==> src/rtl/lsu_pkg.sv <==
// Shared types and constants for the MEM-stage load/store unit.
package lsu_pkg;

    localparam logic [2:0] F3_B  = 3'b000;
    localparam logic [2:0] F3_H  = 3'b001;
    localparam logic [2:0] F3_W  = 3'b010;
    localparam logic [2:0] F3_BU = 3'b100;
    localparam logic [2:0] F3_HU = 3'b101;

    typedef enum logic [1:0] {
        S_IDLE,
        S_REQ,
        S_WAIT_ACK,
        S_DONE
    } lsu_state_t;

    typedef enum logic [1:0] {
        ERR_OK       = 2'b00,
        ERR_MISALIGN = 2'b01,
        ERR_ILLEGAL  = 2'b10,
        ERR_TIMEOUT  = 2'b11
    } lsu_err_t;

endpackage

==> src/rtl/lsu_align.sv <==
// Byte-lane generation, access legality checks and load-data extraction for the LSU.
module lsu_align
    import lsu_pkg::*;
(
    input  logic        i_is_store,
    input  logic [2:0]  i_funct3,
    input  logic [1:0]  i_offset,
    input  logic [31:0] i_wr_data,
    input  logic [2:0]  i_ld_funct3,
    input  logic [1:0]  i_ld_offset,
    input  logic [31:0] i_rd_word,
    output logic [3:0]  o_sel,
    output logic [31:0] o_wr_data,
    output logic        o_misaligned,
    output logic        o_illegal,
    output logic [31:0] o_ld_data
);

    logic [31:0] w_shifted;

    // funct3[1:0] encodes the access size for both loads and stores
    always_comb begin
        o_illegal    = i_is_store ? i_funct3[2]
                                  : ((i_funct3 == 3'b011) || (i_funct3[2:1] == 2'b11));
        o_misaligned = ((i_funct3[1:0] == 2'b01) && i_offset[0]) ||
                       (i_funct3[1] && (i_offset != 2'b00));
        o_sel        = 4'b1111;
        o_wr_data    = '0;
        if (i_is_store) begin
            case (i_funct3[1:0])
                2'b00: begin
                    o_sel     = 4'b0001 << i_offset;
                    o_wr_data = {4{i_wr_data[7:0]}};
                end
                2'b01: begin
                    o_sel     = 4'b0011 << {i_offset[1], 1'b0};
                    o_wr_data = {2{i_wr_data[15:0]}};
                end
                default: o_wr_data = i_wr_data;
            endcase
        end
    end

    assign w_shifted = i_rd_word >> {i_ld_offset, 3'b000};

    always_comb begin
        case (i_ld_funct3)
            F3_B:    o_ld_data = {{24{w_shifted[7]}}, w_shifted[7:0]};
            F3_H:    o_ld_data = {{16{w_shifted[15]}}, w_shifted[15:0]};
            F3_BU:   o_ld_data = {24'h0, w_shifted[7:0]};
            F3_HU:   o_ld_data = {16'h0, w_shifted[15:0]};
            default: o_ld_data = w_shifted;
        endcase
    end

endmodule

==> src/rtl/load_store_unit.sv <==
// MEM-stage load/store unit: one pipelined-Wishbone access per request, pipeline held via mem_stall.
module load_store_unit
    import lsu_pkg::*;
#(
    parameter int unsigned TIMEOUT_CYCLES = 16
) (
    input  logic        clk,
    input  logic        rst_n,
    input  logic        req_valid,
    input  logic        req_is_store,
    input  logic [2:0]  req_funct3,
    input  logic [31:0] req_addr,
    input  logic [31:0] req_wr_data,
    output logic        mem_stall,
    output logic        rsp_valid,
    output logic [31:0] rsp_rd_data,
    output logic [1:0]  rsp_err_code,
    output logic        wb_cyc,
    output logic        wb_stb,
    output logic        wb_wr_en,
    output logic [31:0] wb_addr,
    output logic [31:0] wb_wr_data,
    output logic [3:0]  wb_sel,
    input  logic        wb_ack,
    input  logic        wb_stall,
    input  logic [31:0] wb_rd_data
);

    localparam int unsigned CNT_W = $clog2(TIMEOUT_CYCLES + 1);

    lsu_state_t       r_state, w_state_next;
    logic [CNT_W-1:0] r_cnt, w_cnt_next, w_cnt_inc;
    logic [2:0]       r_funct3, w_funct3_next;
    logic [1:0]       r_offset, w_offset_next;
    logic             r_cyc, w_cyc_next;
    logic             r_stb, w_stb_next;
    logic             r_wr_en, w_wr_en_next;
    logic [31:0]      r_addr, w_addr_next;
    logic [31:0]      r_wdata, w_wdata_next;
    logic [3:0]       r_sel, w_sel_next;
    logic             r_rsp_valid, w_rsp_valid_next;
    logic [31:0]      r_rsp_data, w_rsp_data_next;
    lsu_err_t         r_err, w_err_next;

    logic [3:0]       w_sel;
    logic [31:0]      w_wdata;
    logic [31:0]      w_ld_data;
    logic             w_misaligned;
    logic             w_illegal;
    logic             w_timeout;

    lsu_align u_align (
        .i_is_store   (req_is_store),
        .i_funct3     (req_funct3),
        .i_offset     (req_addr[1:0]),
        .i_wr_data    (req_wr_data),
        .i_ld_funct3  (r_funct3),
        .i_ld_offset  (r_offset),
        .i_rd_word    (wb_rd_data),
        .o_sel        (w_sel),
        .o_wr_data    (w_wdata),
        .o_misaligned (w_misaligned),
        .o_illegal    (w_illegal),
        .o_ld_data    (w_ld_data)
    );

    assign w_cnt_inc = r_cnt + CNT_W'(1);
    assign w_timeout = (w_cnt_inc == CNT_W'(TIMEOUT_CYCLES));

    always_comb begin
        w_state_next     = r_state;
        w_cnt_next       = r_cnt;
        w_funct3_next    = r_funct3;
        w_offset_next    = r_offset;
        w_cyc_next       = r_cyc;
        w_stb_next       = r_stb;
        w_wr_en_next     = r_wr_en;
        w_addr_next      = r_addr;
        w_wdata_next     = r_wdata;
        w_sel_next       = r_sel;
        w_rsp_valid_next = 1'b0;
        w_rsp_data_next  = r_rsp_data;
        w_err_next       = r_err;
        case (r_state)
            S_IDLE: begin
                w_cnt_next = '0;
                if (req_valid) begin
                    if (w_illegal || w_misaligned) begin
                        w_rsp_valid_next = 1'b1;
                        w_rsp_data_next  = '0;
                        w_err_next       = w_illegal ? ERR_ILLEGAL : ERR_MISALIGN;
                        w_state_next     = S_DONE;
                    end else begin
                        w_funct3_next = req_funct3;
                        w_offset_next = req_addr[1:0];
                        w_cyc_next    = 1'b1;
                        w_stb_next    = 1'b1;
                        w_wr_en_next  = req_is_store;
                        w_addr_next   = {req_addr[31:2], 2'b00};
                        w_wdata_next  = w_wdata;
                        w_sel_next    = w_sel;
                        w_state_next  = S_REQ;
                    end
                end
            end
            S_REQ, S_WAIT_ACK: begin
                w_cnt_next = w_cnt_inc;
                // An ack on the final cycle still wins over the timeout
                if (wb_ack && !((r_state == S_REQ) && wb_stall)) begin
                    w_cyc_next       = 1'b0;
                    w_stb_next       = 1'b0;
                    w_rsp_valid_next = 1'b1;
                    w_rsp_data_next  = r_wr_en ? '0 : w_ld_data;
                    w_err_next       = ERR_OK;
                    w_state_next     = S_DONE;
                end else if (w_timeout) begin
                    w_cyc_next       = 1'b0;
                    w_stb_next       = 1'b0;
                    w_rsp_valid_next = 1'b1;
                    w_rsp_data_next  = '0;
                    w_err_next       = ERR_TIMEOUT;
                    w_state_next     = S_DONE;
                end else if ((r_state == S_REQ) && !wb_stall) begin
                    w_stb_next   = 1'b0;
                    w_state_next = S_WAIT_ACK;
                end
            end
            S_DONE:  w_state_next = S_IDLE;
            default: w_state_next = S_IDLE;
        endcase
    end

    always_ff @(posedge clk or negedge rst_n) begin
        if (!rst_n) begin
            r_state     <= S_IDLE;
            r_cnt       <= '0;
            r_funct3    <= '0;
            r_offset    <= '0;
            r_cyc       <= 1'b0;
            r_stb       <= 1'b0;
            r_wr_en     <= 1'b0;
            r_addr      <= '0;
            r_wdata     <= '0;
            r_sel       <= '0;
            r_rsp_valid <= 1'b0;
            r_rsp_data  <= '0;
            r_err       <= ERR_OK;
        end else begin
            r_state     <= w_state_next;
            r_cnt       <= w_cnt_next;
            r_funct3    <= w_funct3_next;
            r_offset    <= w_offset_next;
            r_cyc       <= w_cyc_next;
            r_stb       <= w_stb_next;
            r_wr_en     <= w_wr_en_next;
            r_addr      <= w_addr_next;
            r_wdata     <= w_wdata_next;
            r_sel       <= w_sel_next;
            r_rsp_valid <= w_rsp_valid_next;
            r_rsp_data  <= w_rsp_data_next;
            r_err       <= w_err_next;
        end
    end

    assign mem_stall    = req_valid & ~r_rsp_valid;
    assign rsp_valid    = r_rsp_valid;
    assign rsp_rd_data  = r_rsp_data;
    assign rsp_err_code = r_err;
    assign wb_cyc       = r_cyc;
    assign wb_stb       = r_stb;
    assign wb_wr_en     = r_wr_en;
    assign wb_addr      = r_addr;
    assign wb_wr_data   = r_wdata;
    assign wb_sel       = r_sel;

endmodule

==> config.mk <==
export PLATFORM = sky130hd
export DESIGN_NAME = load_store_unit
export DESIGN_NICKNAME = d
export VERILOG_FILES = /design/src/rtl/lsu_pkg.sv /design/src/rtl/lsu_align.sv /design/src/rtl/load_store_unit.sv
export SDC_FILE = /design/constraint.sdc
export NUM_CORES = 1
export LEC_CHECK = 0
export CORE_MARGIN = 2
export CORE_UTILIZATION = 35
export CTS_CLUSTER_SIZE = 16
export DETAILED_ROUTE_END_ITERATION = 12
export PLACE_DENSITY_LB_ADDON = 0.3
export SETUP_SLACK_MARGIN = 0.15
export SLEW_MARGIN = 15
export SYNTH_ARGS = -nofsm -noshare
export SYNTH_HDL_FRONTEND = slang
export SYNTH_SLANG_ARGS = --single-unit
==> constraint.sdc <==
create_clock -name clk -period 2.5 [get_ports clk]
set_input_delay 0.375 -clock clk [delete_from_list [all_inputs] [get_ports clk]]
set_output_delay 0.375 -clock clk [all_outputs]
set_load 0.1 [all_outputs]
==> impl_metrics.toml <==
[detailed_routing]
firstDrtPassIters = 4
vias_per_cell = 5.03
routed-via-count = 4971
route.detailed.drc = 0
final_antenna_net_count = 0
initialDrtViolationCount = 223
wl_per_cell_um = 17.1
drt_wl_total_mm = 16.9

[yosys]
ys_seq_area_share_pct = 49.5
synthTopCellsByCount = "116 x dfrtp_1, 62 x mux2i_1, 59 x nand2_1, 50 x mux2_2, 35 x a21oi_1"
synth_largest_area_cell = "dfrtp_1"
post_synth_instance_area_mm2 = 0.00586
yosysMostFrequentCell = "dfrtp_1"
ys_warn_count = 0
synth.distinct_cells = 49
ys_async_sr_fraction_pct = 100
synth-edff-count = 0
synth_top_cell_area_share_pct = 49.5
avgSynthCellArea_um2 = 10.9
synth.top_cells.by_area = "dfrtp_1 50%, mux2i_1 11%, mux2_2 9.6%"
synth_ff_type = "dfrtp_1"
synth_cells = 540
ys_seq_elements = 116

[placement]
port_buffers = 209
gp_congestion = 0.898
placed_cells = 959
dp_hpwl_mm = 12.7

[setup_path]
start_kind = "flop"
cp_slowest_cell = "dfrtp_2"
end_kind = "flop"
cp.buffers_inverters = 1
worst_path_largest_cell_delay_ns = 0.42
worstSetupPathType = "reg -> reg"
crit_path_cell_trace = "ha_2, nand3_2, nor3_4, a211oi_4, a221oi_4, buf_12, mux2_2"
cp_top_family = "flip-flops"
crit_fanout = 22
arrival_ns = 2.44
cp_data_required_time_ns = 2.78

[clock_network]
numCtsBuffers = 17
clock-root-buffer = "clkbuf_16"
clk_latency_ns = 0.40
cts_tree = "built"
clkTransAtPathRegs_ns = 0.05
cts_setup_buffers = 0
htree_num_levels = 4
clock_path_buffers = 2
cts.sinks = 116

[floorplan]
die-height_um = 133
coreArea_mm2 = 0.0165
die_area_mm2 = 0.0178
pin_count = 212
start_util_pct = 35.6
placementRows = 47
die_x_um = 133

[timing]
slew_violations = 0
hold_violations = 0
rsz0062_at_grt = "false"
finalSetupTns_ns = 0
fmax_mhz = 464
slew-limit-headroom_pct = 43.3
tightest_slew_ns = 0.847
period_needed_ns = 2.15
fin_skew_ns = 0.00544
setup_viol = 0
timing.final.crit_share_pct = 86.2

[global_routing]
gr-total-overflow = 0
grt_max_degree = 56
antenna_found_initial = 0
grt_usage_pct = 19.4
grt_pass1_vias = 5132
grt_first_pass_wirelength_mm = 27.2

[run_status]
outcome = "completed"

[finish]
layout-area-overhead-vs-synth_pct = 46.5
drive_gt1_share_pct = 28.9
fin_nets = 870
insertedDiodeCount = 0
fin_cells = 989

[job]
cap_viol_max_count = 0

[worst_hold_path]
hold_class = "reg -> reg"
-- path summary, 6_finish.rpt --
path / start / to / slack (ns) / cells after the start
worst max-delay path: r_cnt[0]$_DFFE_PN0P_ / rsp_rd_data[5]$_DFFE_PN0P_ / 0.35 / 7
worst min-delay path: wb_wr_data[17]$_DFFE_PN0P_ / wb_wr_data[17]$_DFFE_PN0P_ / 0.48 / 2
worst max register to register: r_cnt[0]$_DFFE_PN0P_ / rsp_rd_data[5]$_DFFE_PN0P_ / 0.35 / 7
worst min register to register: wb_wr_data[17]$_DFFE_PN0P_ / wb_wr_data[17]$_DFFE_PN0P_ / 0.48 / 2
max in group asynchronous: rst_n / rsp_rd_data[21]$_DFFE_PN0P_ / 1.28 / 3
min in group asynchronous: rst_n / rsp_rd_data[10]$_DFFE_PN0P_ / 0.51 / 2
-- cell usage in the layout, fill, tap and decap left out, drive strengths merged, types with 2 or more instances in the layout --
cell,instances
a211oi,10
clkdlybuf4s50,103
a22o,3
clkinv,6
nand2b,5
nand2,59
a2bb2oi,2
buf,130
nand3,3
o21ai,27
nor3,5
a21o,5
a22oi,2
o31ai,27
a21oi,35
a21boi,2
inv,29
conb,2
mux2i,62
ha,6
nor2,26
mux2,56
dfrtp,116
clkbuf,24
or3,2
nor2b,6
a2111oi,2
-- metrics by stage --
stage	area, µm²	worst slack, ns	util, %	hold slack [ns]
2_1_floorplan	5870	0.301	-	0.0794
3_3_place_gp	8040	0.0767	48.9	0.407
3_5_place_dp	8040	0.0405	48.9	0.400
4_1_cts	8570	0.186	52.1	0.480
5_1_grt	8590	0.194	52.2	0.501
6_report	8590	0.345	52.2	0.476
-- per-layer routing --
metal,wire length [µm],GRT usage [%],vias up
li1,-,-,2333
met1,6780,23.1,2417
met2,8280,32.7,194
met3,1470,6.93,27
met4,376,6.74,0
met5,0,0,-
-- logic make-up (layout without fill, tap and decap cells) --
group                    after synthesis  count (layout)  share of synthesized area [%]
other                                  1               2                         0.0640
AO/OA/AOI/OAI                        124             124                           14.1
multiplexers                         119             119                           21.8
buffers and inverters                 66             294                           5.19
adder cells (fa/ha/maj)                6               6                           1.28
AND/OR/NAND/NOR                      108             108                           8.02
flip-flops                           116             116                           49.5
-- worst min-delay path, cell delays in order (launching register included) --
cell and delay, ns:
dfrtp_1 0.34, nand2_1 0.05, o31ai_1 0.05
-- repair_timing --
| action | in CTS | in global routing |
|---|---|---|
| hold buffers | 1 | 0 |
| endpoints found under the hold margin | 39 | 0 |
| setup endpoints to repair | 0 | 23 |
| gates resized for setup | 0 | 5 |
-- registers in the layout, summed over array words and instances (netlist names) --
register / flops
r_state: 2
wb_cyc: 1
rsp_err_code: 2
wb_wr_en: 1
wb_addr: 30
wb_wr_data: 32
wb_sel: 4
r_offset: 2
rsp_valid: 1
wb_stb: 1
rsp_rd_data: 32
r_cnt: 5
r_funct3: 3
-- layout make-up --
type / instances / area, µm²
fillers: 1464 / 7880
flip-flops and latches: 116 / 2910
multi-input cells: 359 / 2680
repair buffers: 234 / 2090
clock buffers: 24 / 492
well taps: 220 / 275
inverters: 31 / 116
clock inverters: 5 / 27.5
Power is left out: the tool's default activity adds up to more than one toggle a clock period on the data nets, which glitch-free logic cannot reach.
